`src/rtl/rename_pkg.sv`:
```
// rename_pkg: shared constants, types and the x0 write-drop helper for the rename tables
package rename_pkg;
  localparam int LREG_W = 5;
  localparam int NUM_LREG = 32;
  localparam int DEF_NUM_CKPT = 4;
  typedef logic [$clog2(DEF_NUM_CKPT)-1:0] ckpt_id_t;
  function automatic logic wr_keep(input logic v, input logic [LREG_W-1:0] lrd);
    return v && (lrd != '0);
  endfunction
endpackage

```
`src/rtl/rat_ckpt_buffer.sv`:
```
// rat_ckpt_buffer: circular buffer of spec-RAT snapshots with alloc, free, truncate-on-redirect and clear
module rat_ckpt_buffer
  import rename_pkg::*;
#(
  parameter int PREG_W = 6,
  parameter int NUM_CKPT = 4,
  localparam int IW = $clog2(NUM_CKPT),
  localparam int PW = IW + 1
) (
  input  logic                       clock,
  input  logic                       reset_n,
  input  logic                       alloc,
  input  logic                       free,
  input  logic                       redirect,
  input  logic                       clear,
  input  logic [IW-1:0]              redirect_id,
  input  logic [NUM_LREG*PREG_W-1:0] snap,
  output logic                       ready,
  output logic [IW-1:0]              alloc_id,
  output logic                       hit,
  output logic [NUM_LREG*PREG_W-1:0] restore
);
  logic [NUM_LREG*PREG_W-1:0] mem [NUM_CKPT];
  logic [PW-1:0] head, tail, count, off;
  logic alloc_ok, free_ok;
  assign ready = count != PW'(NUM_CKPT);
  assign alloc_id = tail[IW-1:0];
  // distance of the requested id from the oldest live entry; live iff below count
  assign off = {1'b0, redirect_id - head[IW-1:0]};
  assign hit = redirect && off < count;
  assign alloc_ok = alloc && ready && !hit && !clear;
  assign free_ok = free && count != '0 && !clear;
  assign restore = mem[redirect_id];
  always_ff @(posedge clock or negedge reset_n)
    if (!reset_n) begin
      head <= '0;
      tail <= '0;
      count <= '0;
    end else if (clear) begin
      head <= '0;
      tail <= '0;
      count <= '0;
    end else begin
      head <= head + PW'(free_ok);
      tail <= hit ? head + off + PW'(1) : tail + PW'(alloc_ok);
      count <= hit ? off + PW'(1) - PW'(free_ok) : count + PW'(alloc_ok) - PW'(free_ok);
    end
  always_ff @(posedge clock)
    if (alloc_ok) mem[tail[IW-1:0]] <= snap;
endmodule

```
`src/rtl/spec_rename_table.sv`:
```
// spec_rename_table: speculative RAT with bypassed lookups, checkpoint recovery and commit-driven arch RAT
module spec_rename_table
  import rename_pkg::*;
#(
  parameter int RENAME_WIDTH = 2,
  parameter int COMMIT_WIDTH = 2,
  parameter int PREG_W = 6,
  parameter int NUM_CKPT = 4,
  localparam int IW = $clog2(NUM_CKPT)
) (
  input  logic                             clock,
  input  logic                             reset_n,
  input  logic [RENAME_WIDTH-1:0]          rd_src1_is_reg,
  input  logic [RENAME_WIDTH-1:0]          rd_src2_is_reg,
  input  logic [RENAME_WIDTH-1:0]          rd_need_wb,
  input  logic [LREG_W*RENAME_WIDTH-1:0]   rd_lrs1,
  input  logic [LREG_W*RENAME_WIDTH-1:0]   rd_lrs2,
  input  logic [LREG_W*RENAME_WIDTH-1:0]   rd_lrd,
  output logic [PREG_W*RENAME_WIDTH-1:0]   rd_prs1,
  output logic [PREG_W*RENAME_WIDTH-1:0]   rd_prs2,
  output logic [PREG_W*RENAME_WIDTH-1:0]   rd_old_prd,
  input  logic [RENAME_WIDTH-1:0]          wr_valid,
  input  logic [LREG_W*RENAME_WIDTH-1:0]   wr_lrd,
  input  logic [PREG_W*RENAME_WIDTH-1:0]   wr_prd,
  input  logic                             ckpt_alloc_valid,
  output logic                             ckpt_alloc_ready,
  output logic [IW-1:0]                    ckpt_alloc_id,
  input  logic                             ckpt_free_valid,
  input  logic                             redirect_valid,
  input  logic [IW-1:0]                    redirect_id,
  input  logic                             flush_valid,
  input  logic [COMMIT_WIDTH-1:0]          cm_valid,
  input  logic [COMMIT_WIDTH-1:0]          cm_need_wb,
  input  logic [LREG_W*COMMIT_WIDTH-1:0]   cm_lrd,
  input  logic [PREG_W*COMMIT_WIDTH-1:0]   cm_prd,
  output logic [NUM_LREG*PREG_W-1:0]       debug_arch_rat
);
  logic [PREG_W-1:0] spec_rat [NUM_LREG];
  logic [PREG_W-1:0] arch_rat [NUM_LREG];
  logic [PREG_W-1:0] spec_wr [NUM_LREG];
  logic [PREG_W-1:0] arch_nx [NUM_LREG];
  logic [PREG_W-1:0] ckpt_rat [NUM_LREG];
  logic [NUM_LREG*PREG_W-1:0] snap, restore;
  logic hit;
  // later slots overwrite earlier ones, so the youngest write wins
  always_comb begin
    spec_wr = spec_rat;
    arch_nx = arch_rat;
    for (int k = 0; k < RENAME_WIDTH; k++)
      if (wr_keep(wr_valid[k], wr_lrd[LREG_W*k+:LREG_W])) spec_wr[wr_lrd[LREG_W*k+:LREG_W]] = wr_prd[PREG_W*k+:PREG_W];
    for (int k = 0; k < COMMIT_WIDTH; k++)
      if (wr_keep(cm_valid[k] && cm_need_wb[k], cm_lrd[LREG_W*k+:LREG_W])) arch_nx[cm_lrd[LREG_W*k+:LREG_W]] = cm_prd[PREG_W*k+:PREG_W];
  end
  for (genvar i = 0; i < NUM_LREG; i++) begin : g_pack
    assign snap[PREG_W*i+:PREG_W] = spec_wr[i];
    assign ckpt_rat[i] = restore[PREG_W*i+:PREG_W];
    assign debug_arch_rat[PREG_W*i+:PREG_W] = arch_rat[i];
  end
  rat_ckpt_buffer #(.PREG_W(PREG_W), .NUM_CKPT(NUM_CKPT)) u_ckpt (
    .clock(clock),
    .reset_n(reset_n),
    .alloc(ckpt_alloc_valid),
    .free(ckpt_free_valid),
    .redirect(redirect_valid),
    .clear(flush_valid),
    .redirect_id(redirect_id),
    .snap(snap),
    .ready(ckpt_alloc_ready),
    .alloc_id(ckpt_alloc_id),
    .hit(hit),
    .restore(restore)
  );
  function automatic logic [PREG_W-1:0] look(input logic en, input logic [LREG_W-1:0] idx);
    logic [PREG_W-1:0] r;
    r = spec_rat[idx];
    for (int j = 0; j < RENAME_WIDTH; j++)
      if (wr_keep(wr_valid[j], wr_lrd[LREG_W*j+:LREG_W]) && wr_lrd[LREG_W*j+:LREG_W] == idx) r = wr_prd[PREG_W*j+:PREG_W];
    return en ? r : '0;
  endfunction
  always_ff @(posedge clock or negedge reset_n)
    if (!reset_n) begin
      for (int i = 0; i < NUM_LREG; i++) begin
        spec_rat[i] <= PREG_W'(i);
        arch_rat[i] <= PREG_W'(i);
      end
    end else begin
      arch_rat <= arch_nx;
      if (flush_valid) spec_rat <= arch_nx;
      else if (hit) spec_rat <= ckpt_rat;
      else spec_rat <= spec_wr;
    end
  always_ff @(posedge clock or negedge reset_n)
    if (!reset_n) begin
      rd_prs1 <= '0;
      rd_prs2 <= '0;
      rd_old_prd <= '0;
    end else begin
      for (int k = 0; k < RENAME_WIDTH; k++) begin
        rd_prs1[PREG_W*k+:PREG_W] <= look(rd_src1_is_reg[k], rd_lrs1[LREG_W*k+:LREG_W]);
        rd_prs2[PREG_W*k+:PREG_W] <= look(rd_src2_is_reg[k], rd_lrs2[LREG_W*k+:LREG_W]);
        rd_old_prd[PREG_W*k+:PREG_W] <= look(rd_need_wb[k], rd_lrd[LREG_W*k+:LREG_W]);
      end
    end
endmodule
```
`config.mk`:
```
export PLATFORM = sky130hd
export DESIGN_NAME = spec_rename_table
export DESIGN_NICKNAME = d
export VERILOG_FILES = /design/src/rtl/rename_pkg.sv /design/src/rtl/rat_ckpt_buffer.sv /design/src/rtl/spec_rename_table.sv
export SDC_FILE = /design/constraint.sdc
export NUM_CORES = 2
export LEC_CHECK = 0
export ABC_AREA = 1
export CELL_PAD_IN_SITES_DETAIL_PLACEMENT = 2
export CELL_PAD_IN_SITES_GLOBAL_PLACEMENT = 2
export CORE_MARGIN = 2
export CORE_UTILIZATION = 41
export CTS_BUF_LIST = sky130_fd_sc_hd__clkbuf_4
export CTS_CLUSTER_SIZE = 30
export DETAILED_ROUTE_END_ITERATION = 8
export PLACE_DENSITY_LB_ADDON = 0.1
export SYNTH_ARGS = -nofsm -noshare
export SYNTH_HDL_FRONTEND = slang
export SYNTH_SLANG_ARGS = --single-unit
```
`constraint.sdc`:
```
create_clock -name clock -period 26.8 [get_ports clock]
set_input_delay 5.36 -clock clock [delete_from_list [all_inputs] [get_ports clock]]
set_output_delay 5.36 -clock clock [all_outputs]
set_load 0.005 [all_outputs]
```
Word level (Yosys, flattened, before mapping)
Memory sizes are Yosys's and may differ from the RTL's. Cells that the tools add are included.

$add $sub $neg: 9. Order comparisons: 15. Equal/unequal tests: 13. Multiplexer cells: 61. Bitwise gates (word level): 10. Reduce and logical (&&, ||, !) cells: 35.

Operator list (number): $mux 192 (6); $bwmux 192 (4); $mux 6 (34); $bmux 6 s5 (6); $demux 6 s5 (4); $eq 5x5->1 (12); $ge 6x6->1 const B (10); $not 5->6 (10); $logic_and 1x1->1 (28); $lt 6x1->1 const B (4); $reduce_bool 5->1 (4); $mux 3 (5); $add 3x1->3 (3); $sub 3x1->3 (2); $add 2x1->3 const B (1); $add 3x1->3 const B (1); $add 3x2->3 (1); $lt 2x3->1 (1); $ne 3x3->1 const B (1); $reduce_bool 3->1 (1); $logic_not 1->1 (2); $mux 1 (2); $sub 2x2->2 (1).

Flip-flop bits (word level): 429. RAM bits: 768. Input port bits: 94. Output and inout port bits: 231. Logic and storage cells: 214. Memories: 1.

Memories: u_ckpt.mem (depth 4, bits a word 192, rd ports 1, clocked after Yosys merged registers in 0, wr ports 1, line rat_ckpt_buffer.sv:23) `logic [NUM_LREG*PREG_W-1:0] mem [NUM_CKPT];`.

Depth between registers and ports, before layout
Word-level depth: 11. Gate-level depth with buffers: 20. Gate-level depth less buffers: 15.

By module
Synthesis repeated with hierarchy kept, for this count alone.

Cell total of the unflattened synthesis: 8442. Area, all modules: 66792.8 µm².

By module, submodules not included: spec_rename_table (instances 1, cells each 6490, area each 37791.2 µm², sequential area each 10710.3 µm²); rat_ckpt_buffer (instances 1, cells each 1952, area each 29001.6 µm², sequential area each 23237.3 µm²).

Worst setup path after synthesis
OpenSTA, ideal clock, no wires.

Path type: input-to-reg. From: input redirect_id[0]. To: memory u_ckpt.mem[1][0] (netlist bit) (enable). Library setup time: 0.981 ns. Data arrival time: 20.697 ns. Required time: 25.819 ns. Setup slack: 5.122 ns. Stages: 15. Buffers on the path: 5. Cell sequence: buf_2 > inv_2 > buf_2 > buf_2 > clkbuf_1 > ha_1 > xnor2_1 > xor2_1 > inv_1 > ha_1 > o211ai_1 > nand3_1 > clkbuf_1 > nand4_1 > nor3_1.

Cells in the longest elaborated chain, start to end: 8.

RTL lines: from (decl) (line spec_rename_table.sv:30) `input logic [IW-1:0] redirect_id,`; $sub 2x2->2 (line rat_ckpt_buffer.sv:29) `assign off = {1'b0, redirect_id - head[IW-1:0]};`; $lt 2x3->1 (line rat_ckpt_buffer.sv:30) `assign hit = redirect && off < count;`; $logic_and 1x1->1 (line rat_ckpt_buffer.sv:30); $logic_not 1->1 (line rat_ckpt_buffer.sv:31) `assign alloc_ok = alloc && ready && !hit && !clear;`; $logic_and 1x1->1 (2 in series) (line rat_ckpt_buffer.sv:31); $mux 1 (line rat_ckpt_buffer.sv:49) `if (alloc_ok) mem[tail[IW-1:0]] <= snap;`; $mux 1 (not written as such) (line rat_ckpt_buffer.sv:49); to (decl) (line rat_ckpt_buffer.sv:23).

No other way between the ends.

Final worst setup path
From: input redirect_id[0]. To: memory u_ckpt.mem[2][49] (netlist bit) (enable).

Same word-level chain as after synthesis.

==> flow_summary.yaml <==
route:
  drc: 0
  via_count: 74490
  wl_per_cell_um: 38.77
  ant_nets: 0
  drtIter0Drc: 9960
  firstDrtPassIters: 6
  wl_mm: 431.4
  viasPerCell: 6.695
final_layout:
  postLayoutCoreUtil: 0.4675
  drive_above_1_share: 0.1154
  fin_nets: 8760
  area_growth_pct: 13.50
setup_path:
  end_kind: "register"
  path_buf_inv: 7
  crit_chain: "buf_8 > inv_8 > ha_1 > xnor2_1 > xor2_1 > inv_1 > ha_1 > o211ai_1 > nand3_4 > nand4_1 > nor3_2 > buf_4 > buf_4 > buf_4 > buf_4"
  crit_slowest_cell: "buf_4"
  cp_top_family: "buffers and inverters"
  critPathRequiredTime_ps: 27750
  crit_type: "input port to register"
  critPathLaunchType: "input port"
  arrival_ps: 11630
  critPathMostFrequentCell: "buf_4"
  cp_max_fo: 58
  slowest_delay_ps: 820
timing:
  min_period_ps: 10690
  max_freq_mhz: 93.57
  clock_skew_ps: 161.1
  tns_ps: 0
  fin_crit_sh: 0.3988
  timing.final.ws_setup_ps: 16110
  report.final.hold_viol_count: 0
  whs_ps: 418.8
  relSlewSlack: 0.001163
  tightest_slew_ps: 1498
  maxSlewViolCount: 0
  rsz0062_at_grt: "false"
  setup_violations: 0
die:
  ios: 325
  dieArea_um2: 166400
  rows: 148
  fp.dieW_um: 407.9
  die_h_um: 407.9
  placeableCoreArea_um2: 162400
  initial_core_util: 0.4119
status:
  status: "finished with violations"
  violations: "max-capacitance violations"
clocking:
  clockBufferDepth: 4
  cts_tree: "done"
  cts_sinks: 1195
  cts-root-buf: "clkbuf_4"
  cts_buffers: 347
  clk_latency_ps: 1470
  htreeDepth: 5
  clkTransAtPathRegs_ps: 60
  cts_resized: 0
  cts_setup_buffers: 0
  hold_buffers: 0
power_and_ir_drop:
  power_frac_clock: 0.261
  switchingPower_uw: 3200
  swShare: 0.4428
  p_int_uw: 4028
  power.density_nw_per_um2: 95.21
  pwr-share-comb: 0.337
  power_frac_seq: 0.401
  vdd_ir_drop_max_v: 0.00008053
  p_leak_uw: 0.03169
placement:
  gp_congestion: 1.110
  dp_hpwl_mm: 282.1
  preCtsSetupSlack_ps: 15070
  port_buffers: 324
global_route:
  grt_pass1_wl_mm: 598.5
  grt_remaining_overflow: 0
  track_usage: 0.5050
  grt_max_degree: 165
  grt_pass1_vias: 76690
  grt_antenna_before_repair: 46
synth:
  netlist_instances: 8446
  synth_cell_types: 45
  yosys_warnings: 0
  synth_nets: 8549
  synth_seq_cells: 1195
  syn_area_um2: 66890
  seq_area_frac_synth: 0.5075
  syn_avg_cell_area_um2: 7.920
worst_hold_path:
  hp-class: "register to register"
job:
  max-cap-violations: 1
sequential cells by signal (all words and copies together), names as in the netlist:
signal and flops:
u_ckpt.count 3, u_ckpt.head 2, rd_prs1 12, spec_rat 192, debug_arch_rat 192, u_ckpt.mem 768
rd_prs2 12, rd_old_prd 12, u_ckpt.tail 2
per-layer routing:
layer / up-vias / track usage / part of all wire
li1: 29170 / - / -
met1: 37840 / 0.5987 / 0.35
met2: 5668 / 0.7378 / 0.42
met3: 1776 / 0.1614 / 0.12
met4: 28 / 0.4400 / 0.10
met5: - / 0 / 0.00046
per-stage QoR:
stage / instances / total power, uW / cell area (um^2)
after global routing: 11120 / 7371 / 75890
after detailed placement: 10480 / 5126 / 71410
after floorplan: 8446 / 3834 / 66890
after global placement: 10480 / 4990 / 71410
final: 11130 / 7228 / 75920
after CTS: 11110 / 7070 / 75870
cell usage in the layout, fill, tap and decap left out, types with 170 or more instances in the layout:
master	netlist	final
clkbuf_4	0	547
clkdlybuf4s50_1	0	299
o21ai_0	676	675
nor2_1	677	676
o21ai_1	169	170
nand2_1	2498	2498
o211ai_1	189	189
nand3_1	1309	1308
edfxtp_1	768	768
dfrtp_1	267	267
inv_1	438	420
power groups by stage:
| stage | Clock, uW | Combinational [uW] | Sequential [uW] |
|---|---|---|---|
| finish | 1890 | 2440 | 2900 |
| global route | 1970 | 2530 | 2880 |
| CTS | 1890 | 2320 | 2860 |
| detailed placement | 0 | 2250 | 2880 |
| global placement | 0 | 2130 | 2860 |
| floorplan | 0 | 1160 | 2670 |
cells by family after synthesis:
kind of cell	after synthesis	share of synthesized area
AO/OA/AOI/OAI	1420	0.1204
AND/OR/NAND/NOR	4674	0.2967
buffers and inverters	1097	0.06689
XOR/XNOR	51	0.006678
flip-flops	1195	0.5075
adder cells (fa/ha/maj)	9	0.001796
synth_stat cells, drive strengths merged:
cell type | n | share of area
fa | 1 | 0.00030
xnor2 | 25 | 0.0033
clkinv | 18 | 0.0010
a221oi | 21 | 0.0027
o22ai | 127 | 0.012
a31o | 1 | 0.00013
inv | 459 | 0.026
nand4 | 21 | 0.0020
edfxtp | 768 | 0.34
o21a | 21 | 0.0024
ha | 8 | 0.0015
and2 | 80 | 0.0075
buf | 266 | 0.020
o211ai | 197 | 0.023
a21boi | 6 | 0.00067
nor3 | 40 | 0.0046
a31oi | 44 | 0.0041
nand3 | 1315 | 0.10
a21oi | 145 | 0.011
a211oi | 2 | 0.00022
xor2 | 26 | 0.0034
clkbuf | 354 | 0.020
nand2 | 2517 | 0.14
dfrtp | 267 | 0.10
o21ai | 856 | 0.065
nor2 | 701 | 0.041
dfstp | 160 | 0.063
final timing paths:
path / slack [ps] / to / from / depth (start not counted)
setup / recovery: 16110 / u_ckpt.mem[2][49] / redirect_id[0] / 15
hold / removal: 420 / debug_arch_rat[2] / debug_arch_rat[2] / 0
setup reg to reg: 20280 / u_ckpt.mem[2][49] / u_ckpt.head[0] / 13
hold reg to reg: 420 / debug_arch_rat[2] / debug_arch_rat[2] / 0
max in group asynchronous: 20120 / debug_arch_rat[177] / reset_n / 4
min in group asynchronous: 3900 / spec_rat[126] / reset_n / 1
cell type report:
class / instances / area [um^2]
Clock buffer: 547 / 4106
Timing Repair Buffer: 482 / 4408
Inverter: 477 / 1823
Fill cell: 18190 / 86480
Clock inverter: 77 / 349.1
Sequential cell: 1195 / 33950
Multi-Input combinational cell: 6154 / 28510
Tap cell: 2175 / 2721
Antenna cell: 20 / 50.05
Note: power is estimated with default switching activity, not from simulation.
